### config.mk
export PLATFORM = sky130hd
export DESIGN_NAME = controle_lcd
export DESIGN_NICKNAME = d
export VERILOG_FILES = /design/src/rtl/controle_lcd.sv
export SDC_FILE = /design/constraint.sdc
export NUM_CORES = 1
export LEC_CHECK = 0
export CORE_ASPECT_RATIO = 1.2
export CORE_MARGIN = 2
export CORE_UTILIZATION = 58
export DETAILED_ROUTE_END_ITERATION = 10
export PLACE_DENSITY = 0.8
export SLEW_MARGIN = 10
export SYNTH_ARGS = -nofsm -noshare
export SYNTH_HDL_FRONTEND = slang
export SYNTH_SLANG_ARGS = --single-unit
### constraint.sdc
create_clock -name clock -period 2.9 [get_ports clock]
set_clock_uncertainty 0.05 [all_clocks]
set_input_delay 0.29 -clock clock [delete_from_list [all_inputs] [get_ports clock]]
set_output_delay 0.29 -clock clock [all_outputs]
set_load 0.1 [all_outputs]
### src/rtl/controle_lcd.sv
// Sequencer for a 16x2 HD44780-style character LCD: power-up/init, then
// single-character writes and clear requests through a busy/request handshake.
module controle_lcd #(
  parameter int unsigned T_POWERUP = 750000,
  parameter int unsigned T_EN      = 16,
  parameter int unsigned T_CMD     = 2000,
  parameter int unsigned T_CLEAR   = 82000
) (
  input  logic       clock,
  input  logic       reset,
  input  logic       escreve,
  input  logic       limpa,
  input  logic [4:0] posicao,
  input  logic [7:0] caractere,
  output logic       ocupado,
  output logic       pronto,
  output logic [7:0] LCD_DATA,
  output logic       LCD_RS,
  output logic       LCD_RW,
  output logic       LCD_EN
);

  localparam int unsigned MAX_A = (T_POWERUP > T_CLEAR) ? T_POWERUP : T_CLEAR;
  localparam int unsigned MAX_B = (T_CMD > T_EN) ? T_CMD : T_EN;
  localparam int unsigned T_MAX = (MAX_A > MAX_B) ? MAX_A : MAX_B;
  localparam int unsigned CW    = $clog2(T_MAX + 1);
  localparam int unsigned N_INIT = 5;

  typedef enum logic [2:0] {
    ST_POWERUP,
    ST_SETUP,
    ST_PULSE,
    ST_HOLD,
    ST_WAIT,
    ST_IDLE
  } state_t;

  // Which step of the higher-level sequence the current byte belongs to.
  typedef enum logic [1:0] {
    J_INIT,
    J_ADDR,
    J_DATA,
    J_CLEAR
  } job_t;

  state_t          state;
  job_t            job;
  logic [CW-1:0]   cnt;
  logic [2:0]      init_idx;
  logic            long_wait;
  logic [4:0]      pos;
  logic [7:0]      ch;
  logic [4:0]      cursor;
  logic            cursor_valid;
  logic            wait_done;

  function automatic logic [7:0] init_byte(input logic [2:0] i);
    case (i)
      3'd0:    init_byte = 8'h38;
      3'd1:    init_byte = 8'h38;
      3'd2:    init_byte = 8'h0C;
      3'd3:    init_byte = 8'h01;
      default: init_byte = 8'h06;
    endcase
  endfunction

  // DDRAM set-address command: line 1 at 0x00, line 2 at 0x40.
  function automatic logic [7:0] addr_cmd(input logic [4:0] p);
    addr_cmd = {1'b1, p[4], 2'b00, p[3:0]};
  endfunction

  assign LCD_RW = 1'b0;

  assign wait_done = long_wait ? (cnt == CW'(T_CLEAR - 1)) : (cnt == CW'(T_CMD - 1));

  always_ff @(posedge clock or posedge reset) begin
    if (reset) begin
      state        <= ST_POWERUP;
      job          <= J_INIT;
      cnt          <= '0;
      init_idx     <= '0;
      long_wait    <= 1'b0;
      pos          <= '0;
      ch           <= '0;
      cursor       <= '0;
      cursor_valid <= 1'b0;
      ocupado      <= 1'b1;
      pronto       <= 1'b0;
      LCD_DATA     <= 8'h00;
      LCD_RS       <= 1'b0;
      LCD_EN       <= 1'b0;
    end else begin
      case (state)
        ST_POWERUP: begin
          if (cnt == CW'(T_POWERUP - 1)) begin
            cnt      <= '0;
            job      <= J_INIT;
            init_idx <= '0;
            LCD_RS   <= 1'b0;
            LCD_DATA <= init_byte(3'd0);
            state    <= ST_SETUP;
          end else begin
            cnt <= cnt + CW'(1);
          end
        end

        ST_SETUP: begin
          LCD_EN <= 1'b1;
          cnt    <= '0;
          state  <= ST_PULSE;
        end

        ST_PULSE: begin
          if (cnt == CW'(T_EN - 1)) begin
            LCD_EN <= 1'b0;
            cnt    <= '0;
            state  <= ST_HOLD;
          end else begin
            cnt <= cnt + CW'(1);
          end
        end

        ST_HOLD: begin
          long_wait <= !LCD_RS && (LCD_DATA == 8'h01);
          cnt       <= '0;
          state     <= ST_WAIT;
        end

        ST_WAIT: begin
          if (wait_done) begin
            cnt <= '0;
            case (job)
              J_INIT: begin
                if (init_idx == 3'(N_INIT - 1)) begin
                  pronto       <= 1'b1;
                  cursor       <= '0;
                  cursor_valid <= 1'b1;
                  ocupado      <= 1'b0;
                  state        <= ST_IDLE;
                end else begin
                  init_idx <= init_idx + 3'd1;
                  LCD_RS   <= 1'b0;
                  LCD_DATA <= init_byte(init_idx + 3'd1);
                  state    <= ST_SETUP;
                end
              end
              J_ADDR: begin
                job      <= J_DATA;
                LCD_RS   <= 1'b1;
                LCD_DATA <= ch;
                state    <= ST_SETUP;
              end
              J_DATA: begin
                // The controller does not wrap line 1 into line 2, so the
                // cursor is unknown after the last column of either line.
                cursor       <= pos + 5'd1;
                cursor_valid <= (pos[3:0] != 4'hF);
                ocupado      <= 1'b0;
                state        <= ST_IDLE;
              end
              default: begin
                cursor       <= '0;
                cursor_valid <= 1'b1;
                ocupado      <= 1'b0;
                state        <= ST_IDLE;
              end
            endcase
          end else begin
            cnt <= cnt + CW'(1);
          end
        end

        ST_IDLE: begin
          if (limpa) begin
            job      <= J_CLEAR;
            LCD_RS   <= 1'b0;
            LCD_DATA <= 8'h01;
            ocupado  <= 1'b1;
            state    <= ST_SETUP;
          end else if (escreve) begin
            pos     <= posicao;
            ch      <= caractere;
            ocupado <= 1'b1;
            state   <= ST_SETUP;
            if (cursor_valid && (cursor == posicao)) begin
              job      <= J_DATA;
              LCD_RS   <= 1'b1;
              LCD_DATA <= caractere;
            end else begin
              job      <= J_ADDR;
              LCD_RS   <= 1'b0;
              LCD_DATA <= addr_cmd(posicao);
            end
          end
        end

        default: begin
          state <= ST_POWERUP;
          cnt   <= '0;
        end
      endcase
    end
  end

endmodule

==> results of run 1 <==
## critical path: stages, from the launching register on
cell	delay, ps
sky130_fd_sc_hd__dfrtp_1	420
sky130_fd_sc_hd__ha_1	220
sky130_fd_sc_hd__nand3_1	110
sky130_fd_sc_hd__or4_4	590
sky130_fd_sc_hd__o31ai_4	220
sky130_fd_sc_hd__o21ai_2	260
sky130_fd_sc_hd__mux2_4	370
## per-stage QoR
step	hold slack (ps)	cell area, um2	cells	total power (W)	setup WS (ps)
floorplan	372	3460	370	0.000897	806
global placement	398	3760	468	0.000934	542
global route	313	3960	483	0.00175	276
finish	258	3960	483	0.00169	529
CTS	279	3960	483	0.00171	532
detailed placement	403	3760	468	0.000935	458
## metal layers
layer | part of all wire (%) | wire length (um) | global-route usage, % | vias to the layer above
li1 | - | - | - | 1372
met1 | 43 | 3390 | 35.2 | 1369
met2 | 49 | 3860 | 44.1 | 103
met3 | 5.7 | 456 | 5.92 | 25
met4 | 3.2 | 257 | 13.0 | 0
met5 | 0 | 0 | 0 | -
## layout by cell type (no fill, tap or decap), types with 3 or more instances in the layout
cell type | synthesis | routed
sky130_fd_sc_hd__dfrtp_1 | 59 | 59
sky130_fd_sc_hd__nand2_1 | 39 | 39
sky130_fd_sc_hd__nor2_1 | 35 | 35
sky130_fd_sc_hd__nand3_1 | 22 | 22
sky130_fd_sc_hd__o21ai_0 | 19 | 19
sky130_fd_sc_hd__a21oi_1 | 19 | 19
sky130_fd_sc_hd__buf_4 | 3 | 18
sky130_fd_sc_hd__clkdlybuf4s50_1 | 0 | 16
sky130_fd_sc_hd__mux2_2 | 14 | 14
sky130_fd_sc_hd__nor3_1 | 13 | 13
sky130_fd_sc_hd__xor2_1 | 13 | 13
sky130_fd_sc_hd__clkbuf_8 | 0 | 12
sky130_fd_sc_hd__inv_1 | 10 | 9
sky130_fd_sc_hd__xnor2_1 | 9 | 9
sky130_fd_sc_hd__o21ai_1 | 9 | 9
sky130_fd_sc_hd__nor4_1 | 8 | 8
sky130_fd_sc_hd__ha_1 | 8 | 8
sky130_fd_sc_hd__mux2i_1 | 6 | 6
sky130_fd_sc_hd__and2_1 | 5 | 5
sky130_fd_sc_hd__and3_1 | 5 | 5
sky130_fd_sc_hd__a21o_1 | 5 | 5
sky130_fd_sc_hd__nand2b_1 | 5 | 5
sky130_fd_sc_hd__nand4_1 | 4 | 4
sky130_fd_sc_hd__o21ai_2 | 4 | 4
sky130_fd_sc_hd__a22o_1 | 4 | 4
sky130_fd_sc_hd__nand4b_1 | 3 | 3
sky130_fd_sc_hd__nor2b_1 | 3 | 3
## worst paths after layout
check / start / to / slack, ps
max in group asynchronous: reset / cnt[7] / 1890
max reg2reg: cnt[0] / LCD_DATA[2] / 530
max: cnt[0] / LCD_DATA[2] / 530
min: reset / ch[7] / 260
min reg2reg: ocupado / ocupado / 410
min in group clock: ocupado / ocupado / 410
## power by group through the flow
stage          logic (W)  clock network [W]  registers, W
2_1_floorplan  0.0000339                  0      0.000863
3_3_place_gp   0.0000698                  0      0.000864
3_5_place_dp   0.0000707                  0      0.000864
4_1_cts        0.0000711           0.000786      0.000849
5_1_grt        0.0000776           0.000822      0.000850
6_report       0.0000698           0.000775      0.000849
## layout make-up
class	instances	area (um2)	share of cell area, %
Clock buffer	14	173	4.36
Tap cell	80	100	2.53
Sequential cell	60	1500	37.9
Clock inverter	1	30.0	0.758
Timing Repair Buffer	34	295	7.45
Multi-Input combinational cell	284	1830	46.1
Inverter	10	37.5	0.947
## sequential cells by signal, summed over array words and instances (netlist names)
| signal | flops |
|---|---|
| LCD_EN | 1 |
| cursor | 5 |
| init_idx | 3 |
| ocupado | 1 |
| LCD_DATA | 8 |
| ch | 8 |
| cnt | 20 |
| pronto | 1 |
| LCD_RS | 1 |
| pos | 5 |
| state | 3 |
| long_wait | 1 |
| job | 2 |
| cursor_valid | 1 |
## kinds of logic (layout without fill, tap and decap cells)
group / count (synthesis) / after routing / synth area share, %
adders and majority gates: 8 / 8 / 2.90
other: 1 / 1 / 0.108
DFF: 60 / 60 / 43.5
and+or+nand+nor: 153 / 153 / 22.0
buffers and inverters: 26 / 59 / 3.73
AOI/OAI and AO/OA: 79 / 79 / 15.5
xor gates and xnor gates: 22 / 22 / 5.57
muxes: 21 / 21 / 6.73
==> parameters.txt, run 1 <==
Parameter                              Value

Run status
  Result of the run    completed

Routing
  Number of DRC violations after detailed-routing iteration 0    206
  Routed vias    2869
  Total iterations of the first detailed-routing run    5
  Final Routed Wirelength    7.97 mm
  Residual DRC count    0
  Post-DRT Antenna Nets    0
  Routed via count divided by cell count    5.94
  Routed wire length per instance    16.5 um

Power
  Cell Pwr Density    427 mW/mm2
  Share of total power in the clock network    45.8%
  Internal Dissipation    0.00134 W
  Static power due to leakage    1.83 nW
  Sequential group share of total power    50.1%
  Reported net switching power    0.000355 W
  Switch share    21.0%
  VDD IR-drop max    308 uV
  Proportion of power drawn by combinational gates    4.1%

Floorplan
  I/O pin total    30
  Die Ht    88.6 um
  Initial standard-cell utilization of the core    60.6%
  Floorplan die area    0.00660 mm2
  Area of the core region    0.00571 mm2
  Number of standard-cell rows in the floorplan    30
  Die boundary width    74.5 um

Cells and area
  Number of filler cells placed in the layout    466
  Nets    424
  Area growth from synthesis to final layout    14.7%
  Share of layout cells above drive strength 1    14.9%
  Diode insertion count for antenna repair    0
  Final core area utilization    69.5%

STA
  Maximum clock rate    422 MHz
  Final total negative setup slack    0 ps
  Tmin final    2370 ps
  Slew Limit Fails    0
  Crit share post-route    81.8%
  Actual transition at the worst max-transition pin    761 ps
  Endpoints failing hold    0
  Normalized max-slew margin    49.2%
  Endpoints failing setup    0
  RSZ-0062 raised after global routing    no

Synth
  Top cells by count, synth    59 x sky130_fd_sc_hd__dfrtp_1, 39 x sky130_fd_sc_hd__nand2_1, 35 x sky130_fd_sc_hd__nor2_1, 22 x sky130_fd_sc_hd__nand3_1
  Biggest area contributors in the synthesized netlist    sky130_fd_sc_hd__dfrtp_1 43%, sky130_fd_sc_hd__mux2_2 4.6%, sky130_fd_sc_hd__nand2_1 4.2%
  EDFF count, synth    0
  Leading register cell type out of synthesis    sky130_fd_sc_hd__dfrtp_1
  Average size of a mapped cell    9.34 um2
  Synthesis Warnings    0
  FF+latch count, synth    60
  Instance count of the mapped netlist    370
  Fraction of registers with async set/reset    100%
  Sequential share of the synthesized area    43.5%
  Cell taking the most area after synthesis    sky130_fd_sc_hd__dfrtp_1
  Synth cell types    55
  Synthesized Nets    395
  Most frequent cell after synthesis    sky130_fd_sc_hd__dfrtp_1
  Area share of the leading cell type in the synthesized netlist    42.7%
  Area of the mapped netlist    0.00346 mm2

CTS
  H-tree depth reported by CTS    3
  CTS max path bufs    2
  Clk Latency, worst-skew pair    350 ps
  Root Buffer Master    sky130_fd_sc_hd__clkbuf_8
  Sinks on the clock net    60
  CTS tree    done
  CTS Hold Bufs    0
  PostCTS Resize Cnt    0
  Cts bufs inserted    9
  Clock Pin Slew Worst Setup and Hold Paths    70 ps
  # Post-CTS Setup Buffers    0

Place
  Input/output buffers    28
  Post-DP HPWL    5.80 mm
  Routability-driven placement congestion ratio    0.913

Critical path
  Critical path class    reg2reg
  Kind of start point of the critical path    flip-flop
  Critical Path RT    3080 ps
  Endpoint class of the critical path    flip-flop
  Number of cells on the worst reg-to-reg path    6
  Worst Path Arrival    2550 ps
  Largest fanout on the critical path    17

Min path
  Tightest Hold Check Type    in2async

Global routing
  Global-route wire length before repair    13.6 mm
  Maximum number of pins on one net before global-route repair    26
  GRT Overall Usage    27.5%
  Overflow left after global routing    0
  Initial antenna violation count    0
  Vias in the first global route    2873

Flow run
  Max-cap violations    0
Note: power is estimated with default switching activity, not from simulation.
==> inputs of run 2 (changes only) <==
- clock period: 2.9 -> 2.2 ns (I/O delays scaled with it)
==> run 2 against run 1 <==
Net effect: count of clock-buffer cells in the layout fell by 3; via count rose by 3.5%; critical path depth rose by 1; first-iteration DRC count fell by 5.3%; register-to-register slack got worse by 440 ps; non-clock buffer count rose by 22; global-route usage barely moved; final area rose by 5.6%; sequential power rose by 32%; total power rose by 36%; worst setup slack got worse by 440 ps; combinational power rose by 42%; critical path type unchanged; largest cell class unchanged; largest power group unchanged; highest routed layer unchanged.
==> parameters.txt, run 2 (same netlist as run 1, synthesis figures left out) <==
Parameter                              Value

Global routing
  Global-route wire length before repair    13.7 mm
  Overflow left after global routing    0
  Initial antenna violation count    0
  Maximum number of pins on one net before global-route repair    40
  Vias in the first global route    2958
  GRT Overall Usage    27.4%

STA
  Slew Limit Fails    0
  Final Worst Setup Slack    84.6 ps
  Endpoints failing setup    0
  Crit share post-route    96.2%
  Normalized max-slew margin    61.2%
  Tmin final    2120 ps
  Actual transition at the worst max-transition pin    580 ps
  Maximum clock rate    473 MHz
  Worst hold slack across all endpoints    173 ps
  Endpoints failing hold    0

Place
  Input/output buffers    28
  Routability-driven placement congestion ratio    0.957
  Post-DP HPWL    6.00 mm
  Post-Place Worst Slack    -80.8 ps

Floorplan
  Initial standard-cell utilization of the core    60.6%
  Die Ht    88.6 um
  Number of standard-cell rows in the floorplan    30
  Die boundary width    74.5 um
  I/O pin total    30
  Floorplan die area    0.00660 mm2
  Area of the core region    0.00571 mm2

Routing
  Routed via count divided by cell count    5.87
  Final Routed Wirelength    8.36 mm
  Residual DRC count    0
  Number of DRC violations after detailed-routing iteration 0    195
  Total iterations of the first detailed-routing run    5
  Post-DRT Antenna Nets    0
  Routed wire length per instance    16.5 um
  Routed vias    2970

Flow run
  Max-cap violations    0

Power
  Cell Pwr Density    553 mW/mm2
  Overall power    0.00231 W
  Static power due to leakage    1.95 nW
  VDD IR-drop max    486 uV

Cells and area
  Diode insertion count for antenna repair    0
  Nets    446
  Max reg flops    20
  Area growth from synthesis to final layout    21.0%
  Most frequent cells in the layout    57 x sky130_fd_sc_hd__dfrtp_1, 39 x sky130_fd_sc_hd__nand2_1, 38 x sky130_fd_sc_hd__buf_4
  Share of layout cells above drive strength 1    21.1%
  Number of filler cells placed in the layout    429
  Top register by number of flip-flops    cnt
  Biggest regs    cnt: 20 flops, LCD_DATA: 8 flops, ch: 8 flops
  Final core area utilization    73.3%
  Leading cell type in the layout, fill and taps excluded    sky130_fd_sc_hd__dfrtp_1

Critical path
  Worst setup slack for register-to-register paths    80 ps
  Critical path class    reg2reg
  Slowest stage delay, CP    600 ps
  Bufs and invs on worst path    1
  Crit path cell chain    nand3_1, or4_4, o31ai_4, o21ai_2, buf_6, nand2_1, o21ai_1
  Critical Path Slowest Stage Cell    sky130_fd_sc_hd__or4_4
  Endpoint class of the critical path    flip-flop
  Worst Path Arrival    2290 ps
  Largest fanout on the critical path    15
  Kind of start point of the critical path    flip-flop
  Kind of cell adding the most delay to the critical path    simple AND/OR/NAND/NOR gates
  Critical Path RT    2370 ps

CTS
  H-tree depth reported by CTS    3
  Sinks on the clock net    60
  CTS Hold Bufs    0
  CTS tree    done
  Clock Pin Slew Worst Setup and Hold Paths    70 ps
  Clk Latency, worst-skew pair    340 ps
  Root Buffer Master    sky130_fd_sc_hd__clkbuf_8
  Cts bufs inserted    9
  CTS max path bufs    2

Min path
  Tightest Hold Check Type    in2async

Run status
  Result of the run    completed
run 2: changes by cell type in the layout (fill, tap and decap cells not counted), moves of 2 or more:
cell / previous run / this run
sky130_fd_sc_hd__dfrtp_2: 0 / 2
sky130_fd_sc_hd__clkinv_2: 0 / 3
sky130_fd_sc_hd__clkbuf_8: 12 / 10
sky130_fd_sc_hd__buf_4: 18 / 38
sky130_fd_sc_hd__dfrtp_1: 59 / 57
run 2: report_power, final:
part	leakage (nW)	internal, W	switching, W	total [W]
Combinational	1.03	0.0000472	0.0000516	0.0000988
Sequential	0.807	0.00111	0.00000694	0.00112
Clock	0.113	0.000663	0.000431	0.00109
run 2: final cells by class:
type / instances / area [um2] / area share (%)
clock buffer: 11 / 141 / 3.38
clock inverter: 5 / 75.1 / 1.79
inverter: 10 / 37.5 / 0.897
multi-input combinational: 284 / 1850 / 44.2
sequential: 60 / 1510 / 36.0
tap: 80 / 100 / 2.39
timing repair buffer: 56 / 477 / 11.4
run 2: per-layer routing:
metal	track usage, %	share of wire, %	vias to the layer above
met5	0	0	-
met4	11.7	2.7	0
met2	46.2	52	93
li1	-	-	1424
met3	5.58	4.8	23
met1	34.0	41	1430
run 2: per-stage QoR:
step	setup TNS (ps)	instances	instance area, um2
final	0	506	4180
after global routing	-17.5	506	4180
after floorplan	0	370	3460
after detailed placement	-175	488	3920
after CTS	0	504	4150
after global placement	0	488	3920
run 2: repair_timing:
action                     in CTS  in global routing
resized for setup               1                  7
setup endpoints to repair      11                 26
buffers inserted                0                  2
pin swaps                       1                  0
run 2: worst paths after layout:
| check | from | end | cells after the start |
|---|---|---|---|
| min reg2reg | ocupado | ocupado | 2 |
| max | cnt[5] | LCD_DATA[3] | 7 |
| max reg2reg | cnt[5] | LCD_DATA[3] | 7 |
| min | reset | state[2] | 2 |
| min in group clock | ocupado | ocupado | 2 |
| max in group asynchronous | reset | ocupado | 3 |
